$ cat src/rtl/jogo_pkg.sv
// rtl/jogo_pkg.sv - shared encodings and helpers for the tic-tac-toe move front end
package jogo_pkg;

  localparam int N_BOTOES       = 9;
  localparam int LARGURA_JOGADA = 4;

  typedef enum logic [1:0] {
    st_aguarda_soltar = 2'd0,
    st_ocioso         = 2'd1,
    st_estabilizando  = 2'd2,
    st_emite          = 2'd3
  } estado_t;

  // True when exactly one button is down
  function automatic logic eh_one_hot(input logic [N_BOTOES-1:0] v);
    return (v != '0) && ((v & (v - 9'd1)) == '0);
  endfunction

  // Index of the highest set bit; only meaningful for one-hot inputs
  function automatic logic [LARGURA_JOGADA-1:0] codifica(input logic [N_BOTOES-1:0] v);
    logic [LARGURA_JOGADA-1:0] idx;
    idx = '0;
    for (int i = 0; i < N_BOTOES; i++) begin
      if (v[i]) idx = LARGURA_JOGADA'(i);
    end
    return idx;
  endfunction

endpackage

$ cat src/rtl/detector_jogada_if.sv
// rtl/detector_jogada_if.sv - tem_jogada handshake between move detector and control unit
interface detector_jogada_if;

  logic                                jogar_macro;
  logic                                jogar_micro;
  logic                                tem_jogada;
  logic                                jogada_invalida;
  logic [jogo_pkg::LARGURA_JOGADA-1:0] jogada;

  // Producer side: the move detector
  modport master (
    input  jogar_macro,
    input  jogar_micro,
    output tem_jogada,
    output jogada_invalida,
    output jogada
  );

  // Consumer side: the game control unit
  modport slave (
    output jogar_macro,
    output jogar_micro,
    input  tem_jogada,
    input  jogada_invalida,
    input  jogada
  );

endinterface

$ cat src/rtl/sincronizador_2ff.sv
// rtl/sincronizador_2ff.sv - two-flop synchroniser for asynchronous inputs
module sincronizador_2ff #(
  parameter int LARGURA = 1
) (
  input  logic               clock,
  input  logic               reset_n,
  input  logic [LARGURA-1:0] d,
  output logic [LARGURA-1:0] q
);

  logic [LARGURA-1:0] meta;

  // Two-stage capture to settle metastability before the logic sees the pins
  always_ff @(posedge clock or negedge reset_n) begin
    if (!reset_n) begin
      meta <= '0;
      q    <= '0;
    end else begin
      meta <= d;
      q    <= meta;
    end
  end

endmodule

$ cat src/rtl/detector_jogada.sv
// rtl/detector_jogada.sv - debounced, one-hot-checked move detector for the control unit
module detector_jogada
  import jogo_pkg::*;
#(
  parameter int DEBOUNCE_CICLOS = 50000
) (
  input  logic                 clock,
  input  logic                 reset_n,
  input  logic                 zera,
  input  logic [N_BOTOES-1:0]  botoes,
  detector_jogada_if.master    jogo,
  output logic [3:0]           db_estado
);

  localparam int CW = $clog2(DEBOUNCE_CICLOS + 1);
  localparam logic [CW-1:0] CNT_MAX = CW'(DEBOUNCE_CICLOS - 1);
  localparam logic [CW-1:0] CNT_SAT = '1;

  logic [N_BOTOES-1:0]       botoes_s;
  logic                      habilita;

  estado_t                   estado, estado_prox;
  logic [CW-1:0]             cnt, cnt_prox;
  logic [N_BOTOES-1:0]       snapshot, snapshot_prox;
  logic [LARGURA_JOGADA-1:0] jogada_r, jogada_prox;

  sincronizador_2ff #(.LARGURA(N_BOTOES)) u_sinc (
    .clock   (clock),
    .reset_n (reset_n),
    .d       (botoes),
    .q       (botoes_s)
  );

  assign habilita = jogo.jogar_macro | jogo.jogar_micro;

  // State, debounce counter, captured pattern and held move
  always_ff @(posedge clock or negedge reset_n) begin
    if (!reset_n) begin
      estado   <= st_aguarda_soltar;
      cnt      <= '0;
      snapshot <= '0;
      jogada_r <= '0;
    end else begin
      estado   <= estado_prox;
      cnt      <= cnt_prox;
      snapshot <= snapshot_prox;
      jogada_r <= jogada_prox;
    end
  end

  // Next-state logic; zera overrides everything, counter saturates instead of wrapping
  always_comb begin
    estado_prox   = estado;
    cnt_prox      = cnt;
    snapshot_prox = snapshot;
    jogada_prox   = jogada_r;

    if (zera) begin
      estado_prox = st_aguarda_soltar;
      cnt_prox    = '0;
      jogada_prox = '0;
    end else begin
      unique case (estado)
        st_aguarda_soltar: begin
          if (botoes_s != '0) begin
            cnt_prox = '0;
          end else if (cnt == CNT_MAX) begin
            estado_prox = st_ocioso;
          end else begin
            cnt_prox = (cnt == CNT_SAT) ? cnt : cnt + 1'b1;
          end
        end
        st_ocioso: begin
          if (habilita && (botoes_s != '0)) begin
            snapshot_prox = botoes_s;
            cnt_prox      = '0;
            estado_prox   = st_estabilizando;
          end
        end
        st_estabilizando: begin
          if (!habilita) begin
            estado_prox = st_aguarda_soltar;
            cnt_prox    = '0;
          end else if (botoes_s == '0) begin
            estado_prox = st_ocioso;
          end else if (botoes_s != snapshot) begin
            snapshot_prox = botoes_s;
            cnt_prox      = '0;
          end else if (cnt == CNT_MAX) begin
            estado_prox = st_emite;
            if (eh_one_hot(snapshot)) jogada_prox = codifica(snapshot);
          end else begin
            cnt_prox = (cnt == CNT_SAT) ? cnt : cnt + 1'b1;
          end
        end
        st_emite: begin
          estado_prox = st_aguarda_soltar;
          cnt_prox    = '0;
        end
        default: begin
          estado_prox = st_aguarda_soltar;
          cnt_prox    = '0;
        end
      endcase
    end
  end

  // Moore outputs: pulses exist only in the single emite cycle
  always_comb begin
    jogo.tem_jogada      = (estado == st_emite) &&  eh_one_hot(snapshot);
    jogo.jogada_invalida = (estado == st_emite) && !eh_one_hot(snapshot);
    jogo.jogada          = jogada_r;
    db_estado            = 4'(estado);
  end

endmodule

$ cat src/flat_wrapper.sv
// flat-port wrapper written by rule: the top's interface ports become plain ports
module detector_jogada_flat import jogo_pkg::*;
#(
  parameter int DEBOUNCE_CICLOS = 50000
)
  (clock, reset_n, zera, botoes, db_estado, jogo_jogar_macro, jogo_jogar_micro, jogo_tem_jogada, jogo_jogada_invalida, jogo_jogada);
  detector_jogada_if jogo_i ();
  input  logic clock;
  input  logic reset_n;
  input  logic zera;
  input  logic [N_BOTOES-1:0] botoes;
  output logic [3:0] db_estado;
  input wire logic [$bits(jogo_i.jogar_macro)-1:0] jogo_jogar_macro;
  input wire logic [$bits(jogo_i.jogar_micro)-1:0] jogo_jogar_micro;
  output wire logic [$bits(jogo_i.tem_jogada)-1:0] jogo_tem_jogada;
  output wire logic [$bits(jogo_i.jogada_invalida)-1:0] jogo_jogada_invalida;
  output wire logic [$bits(jogo_i.jogada)-1:0] jogo_jogada;
  assign jogo_i.jogar_macro = jogo_jogar_macro;
  assign jogo_i.jogar_micro = jogo_jogar_micro;
  assign jogo_tem_jogada = jogo_i.tem_jogada;
  assign jogo_jogada_invalida = jogo_i.jogada_invalida;
  assign jogo_jogada = jogo_i.jogada;
  detector_jogada #(.DEBOUNCE_CICLOS(DEBOUNCE_CICLOS)) u_core (.clock(clock), .reset_n(reset_n), .zera(zera), .botoes(botoes), .jogo(jogo_i), .db_estado(db_estado));
endmodule
$ cat config.mk
export PLATFORM = sky130hd
export DESIGN_NAME = detector_jogada_flat
export DESIGN_NICKNAME = d
export VERILOG_FILES = /design/src/rtl/jogo_pkg.sv /design/src/rtl/detector_jogada_if.sv /design/src/rtl/sincronizador_2ff.sv /design/src/rtl/detector_jogada.sv /design/src/flat_wrapper.sv
export SDC_FILE = /design/constraint.sdc
export NUM_CORES = 1
export LEC_CHECK = 0
export ABC_AREA = 1
export BUFFER_PORTS_ARGS = -buffer_cell sky130_fd_sc_hd__buf_2
export CORE_UTILIZATION = 50
export CTS_BUF_LIST = sky130_fd_sc_hd__clkbuf_16
export DETAILED_ROUTE_END_ITERATION = 10
export GPL_TIMING_DRIVEN = 0
export PLACE_DENSITY = 0.77
export REMOVE_ABC_BUFFERS = 1
export SETUP_SLACK_MARGIN = 0.3
export SYNTH_ARGS = -nofsm -noshare
export SYNTH_HDL_FRONTEND = slang
export SYNTH_HIERARCHICAL = 1
export SYNTH_SLANG_ARGS = --single-unit
$ cat constraint.sdc
create_clock -name clock -period 2.5 [get_ports clock]
set_input_delay 0.25 -clock clock [delete_from_list [all_inputs] [get_ports clock]]
set_output_delay 0.25 -clock clock [all_outputs]
set_load 0.1 [all_outputs]
Word level (Yosys, flattened, before mapping)
Index checks and enable logic that the tools add are counted.

operators by class
  reduce and logical (&&, ||, !) cells = 19
  bitwise operators = 3
  add/sub/neg operators = 2
  eq/ne operators = 18
  mux-type cells = 38

operators with widths
  operator               count
  $mux 16                8
  $pmux 16 s4            1
  $mux 9                 4
  $eq 16x16->1 const B   2
  $mux 4                 8
  $mux 2                 10
  $logic_not 9->1        2
  $pmux 9 s2             1
  $reduce_bool 9->1      2
  $add 16x1->16 const B  1
  $mux 3                 4
  $reduce_and 6->1       2
  $ne 5x5->1 const B     2
  $reduce_bool 2->1      5
  $and 9x9->9            1
  $ne 9x9->1             1
  $sub 9x1->9 const B    1
  $pmux 2 s4             1
  $ne 2x1->1 const B     3
  $ne 2x2->1 const B     3
  $ne 3x2->1 const B     2
  $reduce_and 5->1       1
  $eq 2x2->1 const B     2
  $logic_and 1x1->1      4
  9 further kinds        9

storage, ports and cells
  register bits after elaboration = 49
  logic and storage cells = 86
  input bits = 14
  output and inout port bits = 10

Depth between registers and ports, before layout
Gate-level depths: netlist (run 1).

  word-level depth = 15
  mapped depth = 12
  depth with buffers taken out = 12

By module
Netlist (run 1), hierarchy kept.

modules (own cells, without submodules)
  module             cells each  area an instance (um^2)  sequential area each (um^2)  times used
  detector_jogada    329         2308.5                   775.7                        1
  sincronizador_2ff  18          450.4                    450.4                        1

Worst setup path after synthesis (run 1)
Ideal clock, no wire load.

  path type = flip-flop to output port
  from = register u_core.estado[1]
  to = output jogo_jogada_invalida
  buffers on the path = 0
  data required time = 2.250 ns
  slack = -0.321 ns
  cell stages (with the launch flop) = 4
  arrival time = 2.571 ns
  path through = dfrtp_1 > ha_1 > inv_1 > nor2_1

between the ends
  longest elaborated chain between the ends = 2

RTL lines
  element                 RTL line                source
  start, declared         detector_jogada.sv:22   estado_t estado, estado_prox;
  start signal, assigned  detector_jogada.sv:39   estado <= st_aguarda_soltar;
  start signal, assigned  detector_jogada.sv:44   estado <= estado_prox;
  $eq 2x2->1              detector_jogada.sv:111  jogo.jogada_invalida = (estado == st_emite) && !eh_one_hot(snapshot);
  $logic_and 1x1->1       detector_jogada.sv:111
  end, declared           flat_wrapper.sv:16      output wire logic [$bits(jogo_i.jogada_invalida)-1:0] jogo_jogada_invalida;

No other way between the ends.

Final worst setup path (run 1)
  from = register u_core.snapshot[1]
  to = output jogo_tem_jogada

between the ends
  longest elaborated chain between the ends = 5
  elaborated cells between the ends (all ways) = 6
  those cells by class = add/sub: 1; bitwise: 1; reduce/logical: 4

RTL lines
  element                 RTL line                source
  start, declared         detector_jogada.sv:24   logic [N_BOTOES-1:0] snapshot, snapshot_prox;
  start signal, assigned  detector_jogada.sv:46   snapshot <= snapshot_prox;
  $sub 9x1->9             jogo_pkg.sv:16          return (v != '0) && ((v & (v - 9'd1)) == '0);
  $and 9x9->9             jogo_pkg.sv:16
  $logic_not 9->1         jogo_pkg.sv:16
  $logic_and 1x1->1 *     jogo_pkg.sv:16
  $logic_and 1x1->1 *     detector_jogada.sv:110  jogo.tem_jogada = (estado == st_emite) && eh_one_hot(snapshot);
  end, declared           flat_wrapper.sv:15      output wire logic [$bits(jogo_i.tem_jogada)-1:0] jogo_tem_jogada;

Mark *: on every way between the ends. The rest lies on a longest branch, timed or not.

==> impl_metrics.json, run 1 <==
{
  "drtIter0Drc": 161,
  "io_buffers": 21,
  "die-area_um2": 5820,
  "coreArea_um2": 5200,
  "crit_chain": "nor2_1 -> nand2_1 -> nor2_1 -> xor2_1 -> nand3b_1 -> nor2_1 -> buf_6",
  "slew_headroom": 0.307,
  "hold_violations": 0,
  "core.rowCount": 26,
  "regArea_um2": 1230,
  "gp_congestion": 0.885,
  "synth_area_um2": 2760,
  "postCtsSetupBuffers": 0,
  "max_freq_ghz": 0.474,
  "critPathSlowestCell": "dfrtp_2",
  "drive_gt1_frac": 0.156,
  "cpMostUsedCell": "nor2_1",
  "critPathMaxFanout": 6,
  "ys_seq_area_frac": 0.444,
  "p_per_area_nw_per_um2": 866,
  "num_antenna_cells": 0,
  "grt_overflow": 0,
  "clk_latency_ns": 0.29,
  "grt_start_max_net_pins": 50,
  "grt_pass1_wl_um": 9510,
  "worst_ep_required_time_ns": 2.25,
  "arrival_ns": 1.86,
  "synthFlopType": "dfrtp_1",
  "status": "finished clean",
  "nNetsFinal": 391,
  "synth-edff-count": 0,
  "hold_slack_ns": 0.0638,
  "cts_max_level": 2,
  "ys_ff_latch": 49,
  "peakVddDrop_mv": 0.532,
  "instances_no_fill": 442,
  "antenna_found_initial": 0,
  "dpl_cell_area_um2": 2920,
  "setup_viol": 0,
  "ys_types": 36,
  "end_kind": "output pin",
  "ant_nets": 0,
  "async_flop_share": 1.00,
  "final_cell_area_um2": 3090,
  "hpwl_um": 3800,
  "post_drt_via_cell_ratio": 5.15,
  "cts.sinks": 49,
  "min_period_over_period": 0.844,
  "path_clk_slew_ns": 0.07,
  "finalPower_mw": 2.68,
  "critPathTopFamily": "simple AND/OR/NAND/NOR gates",
  "die_y_um": 76.3,
  "setup-tns-final_ns": 0,
  "leakage_nw": 1.55,
  "die_width_um": 76.3,
  "hold_class": "in2reg",
  "drc": 0,
  "grt_use_total": 0.202,
  "syn_area_per_cell_um2": 7.95,
  "critPathKind": "reg2out",
  "num_vias": 2278,
  "post-place-cells": 434,
  "grt_pass1_vias": 2115,
  "maxCapViolCount": 0,
  "syn_to_final_growth_pct": 12.2,
  "numCtsBuffers": 5,
  "ioPinCount": 24,
  "rsz0062_at_grt": "no",
  "ys_warn_count": 6,
  "slew_violations": 0,
  "wire_per_inst_um": 11.9,
  "crit_path_start_kind": "flop",
  "post_cts_resized": 1,
  "tightest_slew_ns": 1.04,
  "drtPass1Iterations": 4,
  "crit_buf_inv": 1,
  "period_needed_ns": 2.11,
  "n_fill_cell": 473,
  "cts_tree": "yes",
  "syn_inst": 347,
  "initial_core_util": 0.530,
  "clk_path_buf_depth": 2,
  "routed_wl_um": 5270,
  "clock_skew_ns": 0.00686,
  "slowest_delay_ns": 0.45,
  "hold_buffers": 0,
  "multiInputGateArea_um2": 1360,
  "cts_root_buffer": "clkbuf_16"
}
sequential cells by signal, indices dropped and copies added (netlist names):
register	flops
u_core/jogo.jogada	4
u_core/u_sinc/meta	9
u_core/estado	2
u_core/snapshot	9
u_core/cnt	16
u_core/u_sinc/q	9
through the flow:
stage | worst slack, ns | util
5_1_grt | 0.306 | 0.594
3_5_place_dp | 0.559 | 0.561
3_3_place_gp | 0.618 | 0.561
6_report | 0.390 | 0.594
4_1_cts | 0.302 | 0.591
2_1_floorplan | -0.321 | -
final timing paths:
kind	start	end	slack, ns	depth (start not counted)
max	u_core/snapshot[1]$_DFFE_PN0P_	jogo_tem_jogada	0.39	7
min	botoes[6]	u_core/u_sinc/meta[6]$_DFF_PN0_	0.06	1
max in group asynchronous	reset_n	u_core/snapshot[3]$_DFFE_PN0P_	1.66	1
min in group asynchronous	reset_n	u_core/jogo.jogada[0]$_DFFE_PN0P_	0.14	1
max reg2reg	u_core/cnt[0]$_DFFE_PN0P_	u_core/cnt[11]$_DFFE_PN0P_	0.60	9
min reg2reg	u_core/u_sinc/meta[1]$_DFF_PN0_	u_core/u_sinc/q[1]$_DFF_PN0_	0.35	0
kinds of logic (layout without fill, tap and decap cells):
| logic type | count (synthesis) | in the layout | share of synthesized area |
|---|---|---|---|
| AOI/OAI and AO/OA | 37 | 37 | 0.0776 |
| xor gates and xnor gates | 10 | 10 | 0.0317 |
| adders and majority gates | 6 | 6 | 0.0272 |
| buffers and inverters | 43 | 67 | 0.0653 |
| DFF | 49 | 49 | 0.444 |
| other | 1 | 2 | 0.00136 |
| and+or+nand+nor | 201 | 201 | 0.352 |
synthesized netlist by cell type, types with 2 or more instances:
cell type | instances | area [µm²]
nor2_1 | 44 | 165
xor2_1 | 5 | 43.8
a21oi_1 | 11 | 55.1
nand2_2 | 4 | 25.0
o21ai_0 | 5 | 25.0
ha_1 | 6 | 75.1
nand3_2 | 3 | 30.0
nor2_2 | 3 | 18.8
o21ai_1 | 14 | 70.1
dfrtp_1 | 49 | 1230
nand3_1 | 32 | 160
nand2_1 | 88 | 330
nor3_1 | 4 | 20.0
inv_1 | 34 | 128
nor2_4 | 4 | 45.0
inv_2 | 4 | 15.0
nand3b_1 | 2 | 15.0
buf_4 | 3 | 22.5
o21bai_1 | 2 | 15.0
nand2_4 | 2 | 22.5
xnor2_1 | 5 | 43.8
nand4_1 | 9 | 56.3
area by class of cell:
| cell class | count | area share |
|---|---|---|
| clock inverters | 3 | 0.00930 |
| inverters | 38 | 0.0461 |
| flip-flops and latches | 49 | 0.397 |
| repair buffers | 21 | 0.0380 |
| clock buffers | 5 | 0.0404 |
| multi-input cells | 256 | 0.441 |
| well taps | 70 | 0.0283 |
layout by cell type, fill, tap and decap left out, types with 2 or more instances in the layout:
| cell | instances |
|---|---|
| nand2_1 | 88 |
| buf_2 | 19 |
| a21oi_1 | 11 |
| nand2_2 | 4 |
| dfrtp_2 | 2 |
| nor2_2 | 3 |
| nor2_1 | 43 |
| o21ai_0 | 5 |
| xor2_1 | 5 |
| nand4_1 | 9 |
| nand3_2 | 3 |
| nand3b_1 | 2 |
| o21ai_1 | 14 |
| buf_6 | 2 |
| ha_1 | 6 |
| xnor2_1 | 5 |
| inv_2 | 4 |
| nand3_1 | 32 |
| nor2_4 | 5 |
| nor3_1 | 4 |
| conb_1 | 2 |
| nand2_4 | 2 |
| o21bai_1 | 2 |
| inv_1 | 34 |
| dfrtp_1 | 47 |
| clkbuf_16 | 5 |
per-layer routing:
metal | GRT usage | part of all wire | vias up
met5 | 0 | 0 | -
met4 | 0.0731 | 0.014 | 0
met1 | 0.278 | 0.50 | 1034
met3 | 0.0407 | 0.050 | 8
li1 | - | - | 1167
met2 | 0.315 | 0.43 | 69
where the power goes:
part / total (mW) / internal, mW / switching (mW)
logic: 0.921 / 0.297 / 0.624
clock network: 0.702 / 0.384 / 0.318
registers: 1.06 / 0.903 / 0.154
Power figures use the tool's default switching activity.
==> run 2: changes to the inputs <==
Clock period 2.5 ns to 2.1 ns, I/O delays scaled along.
==> run 2 against run 1 <==
Non-clock buffer count up 21. Combinational power grew 68%. Die area unchanged. Hold slack got worse by 0.042 ns. Clock skew hardly changed. Sequential share of layout area decreased by 3.7 points. Critical path type unchanged. Critical endpoint unchanged. Largest cell class unchanged.
==> impl_metrics.json, run 2 (synthesis gave the netlist of run 1 again) <==
{
  "core.rowCount": 26,
  "hpwl_um": 3800,
  "ioPinCount": 24,
  "coreArea_um2": 5200,
  "cts_tree": "yes",
  "numCtsBuffers": 5,
  "cts_root_buffer": "clkbuf_16",
  "arrival_ns": 1.78,
  "drive_gt1_frac": 0.265,
  "instances_no_fill": 463,
  "min_period_over_period": 0.948,
  "met3_length_um": 346,
  "die_y_um": 76.3,
  "wl_met2_um": 2910,
  "drtIter0Drc": 242,
  "grt_use_total": 0.216,
  "wire_per_inst_um": 13.1,
  "layout_commonest_cell": "nand2_1",
  "leakage_nw": 1.67,
  "die-area_um2": 5820,
  "io_buffers": 21,
  "setup_ws_ns": 0.109,
  "status": "finished clean",
  "antenna_found_initial": 0,
  "setup_viol": 0,
  "finalPower_mw": 3.61,
  "nNetsFinal": 412,
  "maxCapViolCount": 0,
  "crit_chain": "nor2_2 -> nand3_1 -> nor2_2 -> xor2_1 -> nand3b_1 -> nor2_1 -> buf_6",
  "cts.sinks": 49,
  "p_per_area_nw_per_um2": 1050,
  "most-common-layout-cells": "nand2_1 (87), dfrtp_1 (45), nor2_1 (35)",
  "die_width_um": 76.3,
  "ant_nets": 0,
  "post_drt_via_cell_ratio": 5.31,
  "path_clk_slew_ns": 0.07,
  "largest_reg_flops": 16,
  "n_fill_cell": 413,
  "routed_wl_um": 6060,
  "critPathSlowestCell": "dfrtp_1",
  "slowest_delay_ns": 0.41,
  "clk_path_buf_depth": 2,
  "initial_core_util": 0.530,
  "cts_max_level": 2,
  "regMostFlops": "u_core/cnt",
  "grt_start_max_net_pins": 50,
  "num_vias": 2458,
  "critPathMaxFanout": 2,
  "worst_ep_required_time_ns": 1.89,
  "hold_class": "in2reg",
  "slew_violations": 0,
  "wl_met1_um": 2710,
  "max_freq_ghz": 0.502,
  "tightest_slew_ns": 1.05,
  "num_antenna_cells": 0,
  "hold_violations": 0,
  "end_kind": "output pin",
  "drc": 0,
  "grt_pass1_wl_um": 10100,
  "post-place-cells": 434,
  "place_ws_ns": 0.199,
  "cpMostUsedCell": "nor2_2",
  "hold_slack_ns": 0.0218,
  "slew_headroom": 0.301,
  "clock_skew_ns": 0.00649,
  "drtPass1Iterations": 4,
  "gp_congestion": 0.885,
  "clk_latency_ns": 0.29,
  "rsz0062_at_grt": "yes",
  "hold_buffers": 0,
  "syn_to_final_growth_pct": 24.1,
  "top_layer_used": "met4",
  "period_needed_ns": 1.99,
  "peakVddDrop_mv": 0.754,
  "crit_path_start_kind": "flop",
  "grt_overflow": 0,
  "grt_pass1_vias": 2234,
  "setup-tns-final_ns": 0,
  "critPathKind": "reg2out"
}
==> run 2: cell types whose count changed in the layout (fill, tap and decap cells not counted), sizes merged <==
cell,delta
buf,+21
==> run 2: routing by layer <==
metal | track usage | vias to the layer above
met5 | 0 | -
met4 | 0.0750 | 0
met3 | 0.0419 | 12
met2 | 0.339 | 89
met1 | 0.300 | 1151
li1 | - | 1206
==> run 2: final timing paths <==
kind                                                 startpoint                                 to  depth (start not counted)  slack, ns
worst max-delay path             u_core/snapshot[4]$_DFFE_PN0P_                    jogo_tem_jogada                          7       0.11
worst min register to register  u_core/u_sinc/meta[1]$_DFF_PN0_       u_core/u_sinc/q[1]$_DFF_PN0_                          0       0.35
worst max register to register   u_core/snapshot[4]$_DFFE_PN0P_  u_core/jogo.jogada[3]$_DFFE_PN0P_                         12       0.24
min in group asynchronous                               reset_n  u_core/jogo.jogada[0]$_DFFE_PN0P_                          1       0.10
worst min-delay path                                  botoes[6]    u_core/u_sinc/meta[6]$_DFF_PN0_                          1       0.02
max in group asynchronous                               reset_n          u_core/cnt[0]$_DFFE_PN0P_                          1       1.28
==> run 2: repair_timing <==
action                                  in CTS  in global routing
pin swaps                                    7                 17
hold endpoints to repair                     0                  0
endpoints found under the setup margin      22                 33
gates resized for setup                     10                 34
setup buffers                               16                  5
==> run 2: through the flow <==
step / instance area (µm²) / utilization
global route: 3420 / 0.658
global placement: 2920 / 0.561
detailed placement: 2920 / 0.561
CTS: 3230 / 0.620
finish: 3420 / 0.658
floorplan: 2730 / -
==> run 2: layout make-up <==
| class | count | area, µm² | share of cell area |
|---|---|---|---|
| inverters | 38 | 143 | 0.0417 |
| repair buffers | 42 | 303 | 0.0885 |
| multi-input cells | 256 | 1510 | 0.440 |
| well taps | 70 | 87.6 | 0.0256 |
| clock buffers | 5 | 125 | 0.0365 |
| flip-flops and latches | 49 | 1230 | 0.360 |
| clock inverters | 3 | 28.8 | 0.00841 |
==> run 2: power by group <==
part	switching [mW]	internal, mW	total, mW
Clock	0.383	0.457	0.840
Sequential	0.147	1.07	1.22
Combinational	0.933	0.614	1.55
Total	1.46	2.14	3.61
==> run 2: worst max-delay path: cells and delay by family (launching register included) <==
kind	cells	cell delay [ns]
simple gates	5	0.64
buf+inv	1	0.24
xor+xnor	1	0.20
flops	1	0.41
